## src/rtl/fifo_block_writer.sv

```systemverilog
// FIFO write-side block source: on start, pushes len words (incrementing count or Galois LFSR
// sequence from a seed) into a FIFO write port, stalling while full is high.
module fifo_block_writer #(
    parameter int                 WIDTH          = 8,
    parameter int                 MAX_BLOCK_SIZE = 1024,
    parameter logic [WIDTH-1:0]   POLY           = 8'hB8,
    parameter int                 LEN_W          = $clog2(MAX_BLOCK_SIZE + 1)
) (
    input  logic             clk,
    input  logic             rst,
    input  logic             start,
    input  logic [LEN_W-1:0] len,
    input  logic [WIDTH-1:0] seed,
    input  logic             mode,
    output logic [WIDTH-1:0] dout,
    output logic             wren,
    input  logic             full,
    output logic             busy,
    output logic             done,
    output logic [LEN_W-1:0] count
);

    localparam logic [1:0] IDLE  = 2'd0;
    localparam logic [1:0] WRITE = 2'd1;
    localparam logic [1:0] DONE  = 2'd2;

    localparam logic [LEN_W-1:0] MAX_LEN  = LEN_W'(MAX_BLOCK_SIZE);
    localparam logic [LEN_W-1:0] ONE_LEN  = {{(LEN_W-1){1'b0}}, 1'b1};
    localparam logic [WIDTH-1:0] ONE_WORD = {{(WIDTH-1){1'b0}}, 1'b1};

    logic [1:0]       state_q, state_d;
    logic [WIDTH-1:0] dout_q, dout_d;
    logic [LEN_W-1:0] count_q, count_d;
    logic [LEN_W-1:0] rem_q, rem_d;
    logic             mode_q, mode_d;
    logic             wren_s;

    // Next data word: +1 wrapping, or right-shifting Galois LFSR with feedback mask POLY.
    function automatic logic [WIDTH-1:0] next_word(input logic [WIDTH-1:0] cur, input logic m);
        logic [WIDTH-1:0] nxt;
        if (m) begin
            nxt = (cur >> 1) ^ (cur[0] ? POLY : {WIDTH{1'b0}});
        end else begin
            nxt = cur + ONE_WORD;
        end
        return nxt;
    endfunction

    assign wren_s = (state_q == WRITE) && !full;

    // Next-state and datapath update for the block sequencer.
    always_comb begin
        state_d = state_q;
        dout_d  = dout_q;
        count_d = count_q;
        rem_d   = rem_q;
        mode_d  = mode_q;
        case (state_q)
            IDLE: begin
                if (start) begin
                    count_d = {LEN_W{1'b0}};
                    mode_d  = mode;
                    // All-zero is the LFSR lock-up state, so an LFSR seed of zero becomes one.
                    dout_d  = (mode && (seed == {WIDTH{1'b0}})) ? ONE_WORD : seed;
                    rem_d   = (len > MAX_LEN) ? MAX_LEN : len;
                    state_d = (len == {LEN_W{1'b0}}) ? DONE : WRITE;
                end else begin
                    state_d = IDLE;
                end
            end
            WRITE: begin
                if (wren_s) begin
                    dout_d  = next_word(dout_q, mode_q);
                    count_d = count_q + ONE_LEN;
                    rem_d   = rem_q - ONE_LEN;
                    state_d = (rem_q == ONE_LEN) ? DONE : WRITE;
                end else begin
                    state_d = WRITE;
                end
            end
            DONE: begin
                state_d = IDLE;
            end
            default: begin
                state_d = IDLE;
            end
        endcase
    end

    // State and datapath registers with asynchronous reset.
    always_ff @(posedge clk or posedge rst) begin
        if (rst) begin
            state_q <= IDLE;
            dout_q  <= {WIDTH{1'b0}};
            count_q <= {LEN_W{1'b0}};
            rem_q   <= {LEN_W{1'b0}};
            mode_q  <= 1'b0;
        end else begin
            state_q <= state_d;
            dout_q  <= dout_d;
            count_q <= count_d;
            rem_q   <= rem_d;
            mode_q  <= mode_d;
        end
    end

    assign dout  = dout_q;
    assign count = count_q;
    assign wren  = wren_s;
    assign busy  = (state_q != IDLE);
    assign done  = (state_q == DONE);

endmodule

```

## config.mk

```make
export PLATFORM = sky130hd
export DESIGN_NAME = fifo_block_writer
export DESIGN_NICKNAME = d
export VERILOG_FILES = /design/src/rtl/fifo_block_writer.sv
export SDC_FILE = /design/constraint.sdc
export NUM_CORES = 1
export LEC_CHECK = 0
export ABC_CLOCK_PERIOD_IN_PS = 1910
export BUFFER_PORTS_ARGS = -buffer_cell sky130_fd_sc_hd__buf_2
export CAP_MARGIN = 30
export CORE_MARGIN = 2
export CORE_UTILIZATION = 54
export DETAILED_ROUTE_END_ITERATION = 6
export PLACE_DENSITY = 0.79
export SYNTH_ARGS = -nofsm -noshare
export SYNTH_HDL_FRONTEND = slang
export SYNTH_SLANG_ARGS = --single-unit
```

## constraint.sdc

```tcl
create_clock -name clk -period 1.91 [get_ports clk]
set_input_delay 0.0955 -clock clk [delete_from_list [all_inputs] [get_ports clk]]
set_output_delay 0.0955 -clock clk [all_outputs]
set_load 0.02 [all_outputs]
```

==> qor.yml, run 1 <==
whs_ns: 0.0717
drv_cap: 0
ys_seq_area_frac: 0.397
path_buf_inv: 0
crit_fanout: 25
synthesis.area_um2: 2080
cts_tree: "built"
drt_iter0_markers: 148
drc_errors: 0
grt_use_total: 0.248
crit_type: "reg2reg"
grt_pass1_wl_um: 8310
worst_slack_ns: 0.205
via_per_inst: 5.97
async_flop_share: 1.00
die-area_um2: 4370
ir_worst_vdd_mv: 0.865
num_io_pins: 46
dp_slack_ns: 0.226
gp_congestion: 0.842
slowest_delay_ns: 0.66
crit_path_top_delay_cell: "or2b_1"
grt_pass1_vias: 1825
clk_pin_slew_worst_paths_ns: 0.07
worstSetupStartpointType: "flop"
initial_core_util: 0.564
cts_root_buf: "clkbuf_8"
grt_max_degree: 34
first_pass_iters: 4
cp.required_ns: 2.07
maxSlewViolCount: 0
hold_class: "in2reg"
nets: 316
dp_cells: 328
fin_crit_sh: 0.893
stdcell_count: 337
tightest_slew_ns: 0.785
wire_per_inst_um: 14.7
synthCells: 238
antenna_found_initial: 0
ctsLongestPathBuffers: 2
setup_violations: 0
worstPathArrival_ns: 1.87
min_period_ns: 1.71
final_hold_viol_count: 0
final_common_cell: "buf_2"
cts_made_buffers: 5
synth_flop_cell: "dfrtp_1"
numPortBuffers: 45
p_per_area_nw_per_um2: 1550
critPathCaptureType: "flop"
syn-num-nets: 266
drive_gt1_frac: 0.242
die_w_um: 66.1
cp_cell_sequence: "or2b_1 -> nor2_1 -> a311oi_1 -> a21oi_1"
synth_cell_types: 48
ys_ff_latch: 33
diodes: 0
num_vias: 2013
cp_top_family: "simple AND/OR/NAND/NOR gates"
slew_headroom: 0.477
dp.final_hpwl_um: 3560
total_power_mw: 3.89
leakage_nw: 1.13
rsz0062_at_grt: "no"
core_area_um2: 3690
ctsHtreeMaxLevel: 2
finalClockSkew_ns: 0.00476
clk_latency_ns: 0.28
synth_edf_count: 0
status: "completed"
yosysWarnings: 0
die_h_um: 66.1
routed_wl_um: 4950
area_delta_synth_final_pct: 20.7
avgSynthCellArea_um2: 8.74
num_rows: 22
fmax_ghz: 0.586
overflow: 0
cts_sinks: 33
tns_ns: 0
detail-route-antenna-nets: 0
num-fill-cells: 331
final_cell_mix: "45 x buf_2, 33 x dfrtp_1, 21 x nand2_1"
[layout make-up]
cell class	count	area [µm²]	share of cell area
Clock inverter	1	30.0	0.0120
Timing Repair Buffer	57	318	0.126
Sequential cell	33	826	0.329
Inverter	7	26.3	0.0105
Clock buffer	7	86.3	0.0344
Tap cell	48	60.1	0.0239
Multi-Input combinational cell	184	1170	0.464
[what timing repair did]
action                    in CTS  in global routing
hold endpoints to repair      33                  0
gates resized for setup        0                  0
setup buffers                  0                  0
hold buffers                   1                  0
[cell usage after synthesis, types with 3 or more instances]
master	number	area share
dfrtp_1	33	0.40
nand2_1	21	0.038
a21oi_1	20	0.048
o21ai_0	18	0.043
nor2_1	16	0.029
nand3_1	13	0.031
clkbuf_1	11	0.020
xnor2_1	8	0.034
inv_1	7	0.013
nor3_1	7	0.017
or4_1	6	0.022
o211ai_1	5	0.018
o31ai_1	5	0.018
ha_1	4	0.024
nor4_1	4	0.012
o21a_1	4	0.014
a21o_1	3	0.011
a31oi_1	3	0.0090
a32oi_1	3	0.013
nand2b_1	3	0.0090
nand4_1	3	0.0090
o22a_1	3	0.013
o311ai_0	3	0.013
[path summary, 6_finish.rpt]
kind,from,endpoint,slack (ns),cells after the start
max,state_q[1],rem_q[0],0.20,4
min,len[6],rem_q[6],0.07,3
max reg2reg,state_q[1],rem_q[0],0.20,4
min reg2reg,rem_q[5],rem_q[5],0.54,2
max in group asynchronous,rst,rem_q[8],1.18,4
min in group asynchronous,rst,count[0],0.43,4
[report_power, final]
part / switching, mW / total, mW / leakage, nW / internal, mW
sequential: 0.438 / 1.43 / 0.409 / 0.995
combinational: 1.00 / 1.78 / 0.658 / 0.775
clock: 0.249 / 0.674 / 0.0585 / 0.425
total: 1.69 / 3.89 / 1.13 / 2.20
[per-stage QoR]
step	instance area, µm²	util
floorplan	2080	-
global placement	2390	0.647
detailed placement	2390	0.647
CTS	2510	0.681
global route	2510	0.681
finish	2510	0.681
[tightest hold or removal path, stage by stage]
cell,delay [ns]
buf_2,0.08
nand3_1,0.05
o21ai_0,0.08
[cells by family (layout without fill, tap and decap cells)]
family	count (synthesis)	count (layout)	synth area share
fa+ha+maj	4	4	0.0241
compound gates	75	75	0.232
mux	4	4	0.0204
buf+inv	21	72	0.0427
simple gates	92	92	0.247
xor+xnor	9	9	0.0379
flops	33	33	0.397
[registers in the layout (all words and copies together) (netlist names)]
register and count:
count 11, dout 8, rem_q 11, state_q 2
mode_q 1
[per-layer routing]
metal  up-vias  global-route usage  routed length (µm)
met4         0              0.0867                  77
met1       959               0.307                2170
met2        62               0.427                2440
met3        10              0.0545                 261
met5         -                   0                   0
li1        982                   -                   -
Power figures use the tool's default switching activity.
==> run 2, diff against run 1 <==
==> constraint.sdc (replaced) <==
create_clock -name clk -period 1.91 [get_ports clk]
set_input_delay 0.382 -clock clk [delete_from_list [all_inputs] [get_ports clk]]
set_output_delay 0.382 -clock clk [all_outputs]
set_load 0.02 [all_outputs]
==> qor.yml, run 2 (same netlist as run 1, synthesis figures left out) <==
overflow: 0  # unchanged
worstPathArrival_ns: 1.40  # -0.47 ns
hold_class: "in2async"
cts_setup_buffers: 0  # unchanged
status: "completed"
drive_gt1_frac: 0.244  # +0.00169
cts_root_buf: "clkbuf_8"
critPathCaptureType: "output port"
fmax_ghz: 0.561  # -4.4%
path_buf_inv: 3  # +3
cp.required_ns: 1.53  # -0.54 ns
core_area_um2: 3690  # unchanged
dp.final_hpwl_um: 3550  # -0.24%
ctsLongestPathBuffers: 2  # unchanged
cts_resized: 0  # unchanged
die_h_um: 66.1  # unchanged
tns_ns: 0  # unchanged
drt_iter0_markers: 230  # +55%
cts_made_buffers: 5  # unchanged
tightest_slew_ns: 0.729  # -0.0553 ns
slew_headroom: 0.514  # +0.0369
crit_type: "reg2out"
die-area_um2: 4370  # unchanged
finalClockSkew_ns: 0.00742  # +0.00266 ns
dp_cells: 329  # +0.30%
clk_latency_ns: 0.29  # about the same
grt_max_degree: 34  # unchanged
stdcell_count: 335  # -0.59%
ir_worst_vdd_mv: 0.602  # -30%
min_period_ns: 1.78  # +0.0784 ns
antenna_found_initial: 0  # unchanged
detail-route-antenna-nets: 0  # unchanged
die_w_um: 66.1  # unchanged
num_rows: 22  # unchanged
leakage_nw: 1.11  # -1.7%
grt_pass1_vias: 1726  # -5.4%
gp_congestion: 0.911  # +8.2%
final_common_cell: "buf_2"
total_power_mw: 3.70  # -4.8%
crit_fanout: 11  # -56%
cts_sinks: 33  # unchanged
grt_use_total: 0.250  # +0.00181
area_delta_synth_final_pct: 18.6
routed_wl_um: 5030  # +1.7%
slowest_delay_ns: 0.37  # -0.29 ns
final_hold_viol_count: 0  # unchanged
setup_violations: 0  # unchanged
worst_slack_ns: 0.126  # -0.0784 ns
worstSetupStartpointType: "flop"
ctsHoldBuffers: 0  # -1
cp_top_family: "buffers and inverters"
p_per_area_nw_per_um2: 1500  # -3.1%
dp_slack_ns: 0.248  # +0.0215 ns
routedLengthMet1_um: 2310  # +6.4%
nets: 316  # unchanged
num_io_pins: 46  # unchanged
topRoutingLayerUsed: "met4"
initial_core_util: 0.564  # unchanged
route.met3.wl_um: 240  # -8.0%
grt_pass1_wl_um: 8170  # -1.7%
maxSlewViolCount: 0  # unchanged
clk_pin_slew_worst_paths_ns: 0.07  # about the same
via_per_inst: 5.95  # -0.35%
crit_path_top_delay_cell: "dfrtp_1"
cp_cell_sequence: "buf_4 -> nor3b_1 -> buf_4 -> buf_2"
numPortBuffers: 45  # unchanged
wire_per_inst_um: 15.0  # +2.3%
diodes: 0  # unchanged
wl_met2_um: 2420  # -0.74%
cts_tree: "built"
first_pass_iters: 4  # unchanged
rsz0062_at_grt: "no"
fin_crit_sh: 0.934  # +0.0410
ctsHtreeMaxLevel: 2  # unchanged
final_cell_mix: "45 x buf_2, 33 x dfrtp_1, 21 x nand2_1"
cp_common_cell: "buf_4"
drv_cap: 0  # unchanged
final_core_util: 0.669  # -0.0122
drc_errors: 0  # unchanged
num_vias: 1994  # -0.94%
run 2: final cells by class:
cell class / count / area, µm²
multi-input combinational: 184 / 1170
clock inverter: 1 / 5.00
clock buffer: 5 / 68.8
sequential: 33 / 826
fill: 328 / 1220
inverter: 7 / 26.3
tap: 48 / 60.1
timing repair buffer: 57 / 315
run 2: stage by stage:
step,cell area [µm²],hold WS (ns)
after floorplan,2080,0.495
after global placement,2390,0.491
after detailed placement,2390,0.499
after CTS,2470,0.186
after global routing,2470,0.206
final,2470,0.164
run 2: worst reg2reg max path: stages (launching register included):
cell     delay [ns]
dfrtp_1        0.43
inv_1          0.09
ha_1           0.19
nor3b_1        0.27
and2_1         0.26
a41oi_1        0.13
o22a_1         0.20
run 2: worst paths after layout:
| kind | startpoint | to | slack, ns | cells after the start |
|---|---|---|---|---|
| max in group asynchronous | rst | dout[7] | 1.42 | 3 |
| min in group clk | len[6] | rem_q[6] | 0.33 | 3 |
| worst max register to register | rem_q[0] | rem_q[10] | 0.23 | 6 |
| worst min register to register | rem_q[8] | rem_q[8] | 0.55 | 2 |
| worst min-delay path | rst | count[2] | 0.16 | 3 |
| worst max-delay path | state_q[0] | wren | 0.13 | 4 |
run 2: report_power, final:
part	total (mW)	switching [mW]	internal, mW
logic	1.80	1.02	0.777
clock network	0.494	0.254	0.240
registers	1.41	0.413	0.995
total	3.70	1.69	2.01
run 2: metal layers:
| metal | vias up | global-route usage |
|---|---|---|
| met2 | 58 | 0.403 |
| met1 | 945 | 0.333 |
| met3 | 5 | 0.0613 |
| met4 | 0 | 0.0765 |
| li1 | 986 | - |
| met5 | - | 0 |
